[config.mk]
export PLATFORM = sky130hd
export DESIGN_NAME = bit_counter_out_stage
export DESIGN_NICKNAME = d
export VERILOG_FILES = /design/src/rtl/bit_counter_pkg.sv /design/src/rtl/bit_counter_fifo_mem.sv /design/src/rtl/bit_counter_out_stage.sv
export SDC_FILE = /design/constraint.sdc
export NUM_CORES = 1
export LEC_CHECK = 0
export ABC_AREA = 0
export CAP_MARGIN = 20
export CORE_MARGIN = 8
export CORE_UTILIZATION = 54
export DETAILED_ROUTE_END_ITERATION = 10
export PLACE_DENSITY_LB_ADDON = 0.12
export SLEW_MARGIN = 40
export SYNTH_ARGS = -nofsm -noshare
export SYNTH_HDL_FRONTEND = slang
export SYNTH_SLANG_ARGS = --single-unit
[constraint.sdc]
create_clock -name clk_i -period 5 [get_ports clk_i]
set_input_delay 0.75 -clock clk_i [delete_from_list [all_inputs] [get_ports clk_i]]
set_output_delay 0.75 -clock clk_i [all_outputs]
set_load 0.05 [all_outputs]
[src/rtl/bit_counter_pkg.sv]
// -----------------------------------------------------------------------------
// bit_counter_pkg
// Shared definitions for the bit-counter output stage.
//   bc_count_w()      : width of a population count for a data word of a given
//                       width ($clog2(width) + 1, so that an all-ones word fits).
//   BC_DEFAULT_WIDTH  : data width of the upstream pipeline in its default build.
//   bc_entry_t        : FIFO entry {data, count} at the default width. Blocks
//                       built with another WIDTH declare the same layout locally
//                       and pass it to the storage as a type parameter.
// -----------------------------------------------------------------------------
package bit_counter_pkg;

  localparam int unsigned BC_DEFAULT_WIDTH = 16;

  function automatic int unsigned bc_count_w(input int unsigned width);
    return $clog2(width) + 1;
  endfunction

  typedef struct packed {
    logic [BC_DEFAULT_WIDTH-1:0]             data;
    logic [bc_count_w(BC_DEFAULT_WIDTH)-1:0] count;
  } bc_entry_t;

endpackage

[src/rtl/bit_counter_fifo_mem.sv]
// -----------------------------------------------------------------------------
// bit_counter_fifo_mem
// Circular storage plus read/write pointers for the output-stage FIFO.
// Flags and occupancy are tracked by the caller; this block only stores and
// advances pointers on the strobes it is given.
//
// Parameters
//   DEPTH    : number of entries, power of two, >= 2
//   entry_t  : packed entry type stored per slot
// Ports
//   clk_i    : clock, rising edge
//   arst_n_i : asynchronous active-low reset (pointers only)
//   wr_i     : store wdata_i at the write pointer and advance it
//   wdata_i  : entry to store
//   rd_i     : advance the read pointer
//   rdata_o  : entry at the read pointer (registered storage, no extra stage)
// -----------------------------------------------------------------------------
module bit_counter_fifo_mem
  import bit_counter_pkg::*;
#(
  parameter int unsigned DEPTH   = 4,
  parameter type         entry_t = bc_entry_t
) (
  input  logic   clk_i,
  input  logic   arst_n_i,
  input  logic   wr_i,
  input  entry_t wdata_i,
  input  logic   rd_i,
  output entry_t rdata_o
);

  localparam int unsigned PW = $clog2(DEPTH);

  entry_t          r_mem [DEPTH];
  logic   [PW-1:0] r_wptr;
  logic   [PW-1:0] r_rptr;

  // Storage is deliberately not reset; only the pointers define what is live.
  always_ff @(posedge clk_i) begin
    if (wr_i) begin
      r_mem[r_wptr] <= wdata_i;
    end
  end

  // DEPTH is a power of two, so natural overflow of the pointer wraps mod DEPTH.
  always_ff @(posedge clk_i or negedge arst_n_i) begin
    if (!arst_n_i) begin
      r_wptr <= '0;
      r_rptr <= '0;
    end else begin
      if (wr_i) begin
        r_wptr <= r_wptr + PW'(1);
      end
      if (rd_i) begin
        r_rptr <= r_rptr + PW'(1);
      end
    end
  end

  assign rdata_o = r_mem[r_rptr];

endmodule

[src/rtl/bit_counter_out_stage.sv]
// -----------------------------------------------------------------------------
// bit_counter_out_stage
// Output FIFO at the end of the bit-counter pipeline. The pipeline cannot be
// stalled, so the source is throttled ahead of time through src_ready_o with
// enough headroom for the PIPE_LAT words already in flight.
//
// Parameters
//   WIDTH    : data word width (matches the upstream pipeline)
//   DEPTH    : FIFO entries, power of two, >= 2
//   PIPE_LAT : pipeline stages between source and this block, < DEPTH
// Ports
//   clk_i        : clock, rising edge
//   arst_n_i     : asynchronous active-low reset
//   data_i       : word from the last pipeline stage
//   data_val_i   : data_i/count_i valid (no backpressure possible)
//   count_i      : population count of data_i
//   src_ready_o  : source may issue a new word
//   data_o       : head-of-FIFO word
//   count_o      : head-of-FIFO count
//   data_val_o   : head entry valid
//   data_ready_i : consumer accepts head entry
//   level_o      : number of stored entries
//   overflow_o   : sticky, a word was dropped because the FIFO was full
//   delivered_o  : number of entries read (0 unless stats enabled)
//
// Build option
//   BIT_COUNTER_OUT_STATS_EN : when defined, delivered_o counts reads (wraps at
//                              2^32); otherwise it is tied to zero.
// -----------------------------------------------------------------------------
module bit_counter_out_stage
  import bit_counter_pkg::*;
#(
  parameter int unsigned WIDTH    = 16,
  parameter int unsigned DEPTH    = 4,
  parameter int unsigned PIPE_LAT = 2
) (
  input  logic                     clk_i,
  input  logic                     arst_n_i,
  input  logic [WIDTH-1:0]         data_i,
  input  logic                     data_val_i,
  input  logic [$clog2(WIDTH):0]   count_i,
  output logic                     src_ready_o,
  output logic [WIDTH-1:0]         data_o,
  output logic [$clog2(WIDTH):0]   count_o,
  output logic                     data_val_o,
  input  logic                     data_ready_i,
  output logic [$clog2(DEPTH):0]   level_o,
  output logic                     overflow_o,
  output logic [31:0]              delivered_o
);

  localparam int unsigned CW = bc_count_w(WIDTH);
  localparam int unsigned LW = $clog2(DEPTH) + 1;

  localparam logic [LW-1:0] DepthL   = LW'(DEPTH);
  localparam logic [LW-1:0] PipeLatL = LW'(PIPE_LAT);

  typedef struct packed {
    logic [WIDTH-1:0] data;
    logic [CW-1:0]    count;
  } entry_t;

  logic [LW-1:0] r_level;
  logic [LW-1:0] w_level_d;
  logic          r_overflow;
  logic          w_full;
  logic          w_wr;
  logic          w_rd;
  logic          w_drop;
  entry_t        w_wentry;
  entry_t        w_head;

  // ---------------------------------------------------------------------------
  // Handshake decode
  // ---------------------------------------------------------------------------
  assign data_val_o = (r_level != '0);
  assign w_full     = (r_level == DepthL);
  assign w_rd       = data_val_o & data_ready_i;
  // A full FIFO still accepts a word when the head leaves in the same cycle.
  // An empty FIFO never bypasses: the word lands in storage first.
  assign w_wr       = data_val_i & (~w_full | w_rd);
  assign w_drop     = data_val_i & w_full & ~w_rd;

  // Headroom must cover every word already inside the pipeline.
  assign src_ready_o = (DepthL - r_level) > PipeLatL;

  // ---------------------------------------------------------------------------
  // Occupancy
  // ---------------------------------------------------------------------------
  always_comb begin
    w_level_d = r_level;
    unique case ({w_wr, w_rd})
      2'b10:   w_level_d = r_level + LW'(1);
      2'b01:   w_level_d = r_level - LW'(1);
      default: w_level_d = r_level;
    endcase
  end

  always_ff @(posedge clk_i or negedge arst_n_i) begin
    if (!arst_n_i) begin
      r_level <= '0;
    end else begin
      r_level <= w_level_d;
    end
  end

  assign level_o = r_level;

  // ---------------------------------------------------------------------------
  // Sticky overflow
  // ---------------------------------------------------------------------------
  always_ff @(posedge clk_i or negedge arst_n_i) begin
    if (!arst_n_i) begin
      r_overflow <= 1'b0;
    end else if (w_drop) begin
      r_overflow <= 1'b1;
    end
  end

  assign overflow_o = r_overflow;

  // ---------------------------------------------------------------------------
  // Storage
  // ---------------------------------------------------------------------------
  assign w_wentry = '{data: data_i, count: count_i};

  bit_counter_fifo_mem #(
    .DEPTH   (DEPTH),
    .entry_t (entry_t)
  ) u_mem (
    .clk_i    (clk_i),
    .arst_n_i (arst_n_i),
    .wr_i     (w_wr),
    .wdata_i  (w_wentry),
    .rd_i     (w_rd),
    .rdata_o  (w_head)
  );

  assign data_o  = w_head.data;
  assign count_o = w_head.count;

  // ---------------------------------------------------------------------------
  // Delivery statistics
  // ---------------------------------------------------------------------------
`ifdef BIT_COUNTER_OUT_STATS_EN
  logic [31:0] r_delivered;

  always_ff @(posedge clk_i or negedge arst_n_i) begin
    if (!arst_n_i) begin
      r_delivered <= '0;
    end else if (w_rd) begin
      r_delivered <= r_delivered + 32'd1;
    end
  end

  assign delivered_o = r_delivered;
`else
  assign delivered_o = '0;
`endif

endmodule

* Word level (Yosys, flattened, before mapping)
Memory sizes are Yosys's and may differ from the RTL's.
Cells that the tools add are included.
** Storage, ports and cells
- Register bits after elaboration :: 8
- Memories :: 1
- Input bits :: 25
- Bits in writable memories :: 84
** Operators by class
- Reductions and logical operators :: 2
- Equal/unequal tests :: 3
- Add/sub/neg operators :: 5
- Muxes and demuxes :: 3
- $lt $le $gt $ge :: 1
- Bitwise operators :: 7
** Memories
- u_mem.r_mem :: words 4, bits a word 21, read ports 1, clocked after memory_dff 0, write ports 1, line bit_counter_fifo_mem.sv:34 : entry_t r_mem [DEPTH];
** Operators by type and width (number)
- 3-bit one-hot mux with 2 select lines :: 1
- 2-bit by 1-bit adder with 2-bit output, second input constant :: 2
- 1-bit bitwise AND :: 4
- 3-bit by 1-bit adder with 3-bit output, second input constant :: 1
- 3-bit == test, second input constant :: 1
- 3-bit by 2-bit greater-than comparator with 1-bit output, second input constant :: 1
- 3-bit nonzero test :: 1
- 3-bit by 1-bit subtractor with 3-bit output, second input constant :: 1
- 3-bit subtractor, first input constant :: 1
- 2-bit by 1-bit == test with 1-bit output, second input constant :: 1
- 2-bit == test, second input constant :: 1
- 1-bit two-way mux :: 2
- 1-bit NOT :: 2
- 2-bit nonzero test :: 1
- 1-bit bitwise OR :: 1

* Logic depth before layout (Yosys ltp)
- Word-level depth :: 6
- Gate-level depth with buffers :: 8

* Modules after synthesis
A second synthesis with hierarchy kept.
** Unflattened totals
- Cells, all modules :: 191
- Area, all modules :: 3823.7 sq um
** Modules (own cells, without submodules)
- bit_counter_fifo_mem :: cells an instance 130, times used 1, seq. area each 2622.5 sq um, area each 3289.4 sq um
- bit_counter_out_stage :: cells an instance 61, times used 1, seq. area each 100.1 sq um, area each 534.3 sq um

* Least setup slack after synthesis
OpenSTA, ideal clock, no wires.
- Path kind :: register -> output
- Start point :: register r_level[0] (netlist: level_o[0])
- End point :: output port src_ready_o
- Buffers on the path :: 0
- Path slack :: 2.021 ns
- Data required time :: 4.250 ns
- Data arrival time :: 2.229 ns
- Stages on the path, launching flop included :: 5
- Path through :: dfrtp_1 -> inv_1 -> ha_1 -> inv_1 -> o21ai_0
** On the way
- Longest elaborated chain between the ends :: 2
** RTL lines
- from (decl) :: line bit_counter_out_stage.sv:63 : logic [LW-1:0] r_level;
- from (signal assigned) :: line bit_counter_out_stage.sv:103 : r_level <= w_level_d;
- 3-bit subtractor :: line bit_counter_out_stage.sv:85 : assign src_ready_o = (DepthL - r_level) > PipeLatL;
- 3-bit by 2-bit greater-than comparator with 1-bit output :: line bit_counter_out_stage.sv:85
- to (decl) :: line bit_counter_out_stage.sv:42 : output logic src_ready_o,
Every way passes these cells.

* Worst setup path in the final report
- Start point :: register u_mem.r_rptr[0]
- End point :: output port data_o[10]
** On the way
- Longest elaborated chain between the ends :: 1
** RTL lines
- from (decl) :: line bit_counter_fifo_mem.sv:36 : logic [PW-1:0] r_rptr;
- from (signal assigned) :: line bit_counter_fifo_mem.sv:55 : r_rptr <= r_rptr + PW'(1);
- memory read 4 x 21 bit
- to (decl) :: line bit_counter_out_stage.sv:43 : output logic [WIDTH-1:0] data_o,
Every way passes these cells.

==> qor.csv <==
stage,metric,value,unit
yosys,Avg Inst Size Synth,19.9,um2
drt,final wirelength,6030,um
critical_path,slowest CP cell,clkdlybuf4s50_1,
yosys,Syn. warnings,0,
yosys,Synth Instances,195,
floorplanning,Die Wd,101,um
drt,DRT Pass-1 Iters,4,
critical_path,Startpoint Class,flip-flop,
placement,Final Wtd Congestion,0.735,
cts,cts hold-fix bufs,0,
critical_path,Critical Setup Path Class,reg2out,
floorplanning,initial core utilization,54.5,%
floorplanning,Die Span Y,101,um
sta,Final Max Slew Viols,0,
drt,DRC,0,
sta,unrepaired setup endpoints after global routing,false,
cts,Clock transition at path regs,0.08,ns
critical_path,CP Max Fanout,16,
sta,setup TNS,0,ns
cts,worst skew pair latency,0.34,ns
sta,final hold viol count,0,
drt,wire per inst,16.9,um
finish,final instance area,4530,um2
sta,clk_skew,0.0110,ns
drt,vias per cell,4.81,
cts,CTS Buf Count,9,
pwr,leakage power,1.58,nW
grt,gr ovfl total,0,
cts,clk sink count,92,
sta,Least-Margin Pin Slew,0.588,ns
finish,Final Util,63.8,%
critical_path,worst path arrival time,2.62,ns
critical_path,reg2reg setup slack,2.61,ns
pwr,Pwr Density,659,nW/um2
drt,via count,1712,
cts,Post-CTS Setup Inserts,0,
grt,initial antenna violation count,0,
sta,final worst slack,1.63,ns
yosys,register area share after synthesis,70.3,%
cts,Max clock buf depth,2,
grt,pin count of the biggest net entering global routing,23,
grt,Tot GR Track Use,12.1,%
sta,hold_ws,0.503,ns
floorplanning,IO Count,84,
sta,slew margin rel.,60.8,%
run,maxcap violations,0,
cts,post-CTS resize count,0,
placement,"worst slack, placed",1.95,ns
cts,TritonCTS clock tree,done,
cts,Root Driver,clkbuf_8,
drt,DR iter-0 viols,60,
yosys,"Distinct cells, synth",28,
pwr,worst vdd ir,0.307,mV
finish,nets@finish,286,
critical_path,Worst setup EP type,primary output,
placement,Area after DPL,4330,um2
finish,diodes inserted,0,
floorplanning,row count,31,
sta,post-layout min period,3.37,ns
drt,Antenna Nets Post-Route,0,
yosys,post-synthesis cell area,3870,um2
placement,dpl hpwl,4020,um
floorplanning,core area,7100,um2
placement,PortBufs,51,
sta,Max Fclk,0.297,GHz
sta,count of final setup violators,0,
critical_path,CP Cell Sequence,buf_4 > mux4_2 > clkdlybuf4s50_1,
critical_path,max incr delay on CP,0.72,ns
finish,Synth-to-Final Area Change,17.0,%
hold_path,HP Class,reg2reg,
critical_path,critical path required time,4.25,ns
sta,Tcrit/Tclk final,67.4,%
status,status,finished clean,
cts,CTS H-Tree Depth,3,
grt,vias in the first global route,1733,
yosys,Synth Register Bits,92,
finish,fillers,524,
grt,first-pass GRT wire length,9140,um
finish,layout cells sized above 1,17.1,%
floorplanning,die area,10100,um2
## through the flow
step	power [W]	cells
floorplan	0.00219	226
global placement	0.00254	340
detailed placement	0.00255	340
CTS	0.00302	356
global route	0.00312	356
finish	0.00298	356
## cell usage after synthesis, drive strengths merged
library cell | number | area, um2
fa | 1 | 20.0
mux2 | 2 | 22.5
conb | 1 | 3.75
a31oi | 1 | 6.26
dfrtp | 8 | 200
buf | 37 | 302
xnor2 | 5 | 43.8
or3b | 1 | 8.76
edfxtp | 84 | 2520
a21boi | 1 | 11.3
and2 | 4 | 25.0
nor2b | 2 | 12.5
nand2b | 3 | 26.3
mux4 | 21 | 484
ha | 8 | 100
nand2 | 1 | 3.75
a31o | 1 | 8.76
nor4bb | 1 | 10.0
o21ai | 3 | 18.8
a21oi | 1 | 5.00
inv | 8 | 30.0
o22ai | 1 | 6.26
## logic make-up after synthesis
logic type / after synthesis / synth area share, %
xor+xnor: 5 / 1.13
simple gates: 12 / 2.23
compound gates: 8 / 1.45
flops: 92 / 70.3
buf+inv: 45 / 8.57
mux: 23 / 13.1
fa+ha+maj: 9 / 3.10
other cells: 1 / 0.0969
## path summary, 6_finish.rpt
kind / startpoint / endpoint / cells past startpoint
max: u_mem.r_rptr[0] / data_o[10] / 3
min: overflow_o / overflow_o / 1
max reg2reg: level_o[0] / level_o[2] / 8
min reg2reg: overflow_o / overflow_o / 1
max in group asynchronous: arst_n_i / u_mem.r_rptr[1] / 1
min in group asynchronous: arst_n_i / level_o[0] / 1
## worst max-delay path, delay by kind of cell (launching register included)
family / cells / cell delay [ns]
muxes: 1 / 0.57
buffers and inverters: 2 / 1.12
DFF: 1 / 0.58
## layer usage
metal,up-vias,GRT usage (%),wire (um)
li1,796,-,-
met1,860,14.5,2580
met2,49,20.0,3010
met3,7,3.25,366
met4,0,5.58,79
met5,-,0,0
## state kept, by name (all words and copies together) (netlist names)
register and count:
level_o 3, overflow_o 1, u_mem.r_mem 84, u_mem.r_rptr 2
u_mem.r_wptr 2
## cells in the final DEF, fill, tap and decap left out, types with 2 or more instances in the layout
cell / netlist / final
mux2_2: 2 / 2
edfxtp_1: 84 / 84
ha_1: 8 / 8
o21ai_0: 2 / 2
conb_1: 1 / 32
clkdlybuf4s50_1: 0 / 51
clkbuf_1: 0 / 2
mux4_2: 18 / 18
xnor2_1: 5 / 5
clkinv_4: 0 / 2
dfrtp_1: 8 / 7
nand2b_1: 2 / 2
clkinvlp_4: 0 / 2
nor2b_1: 2 / 2
inv_1: 8 / 8
clkbuf_8: 0 / 9
and2_2: 0 / 4
mux4_1: 3 / 3
## where the power goes
group	switching [W]	internal, W
registers	0.0000957	0.00102
logic	0.000874	0.000514
clock network	0.000242	0.000233
total	0.00121	0.00177
## area by class of cell
cell class	instances	area [um2]	area share, %
clock buffer	11	131	2.90
clock inverter	5	62.6	1.38
inverter	8	30.0	0.663
multi-input combinational	89	938	20.7
sequential	92	2720	60.2
tap	99	124	2.74
timing repair buffer	52	518	11.4
No activity file was read; power rests on OpenSTA's default activity.
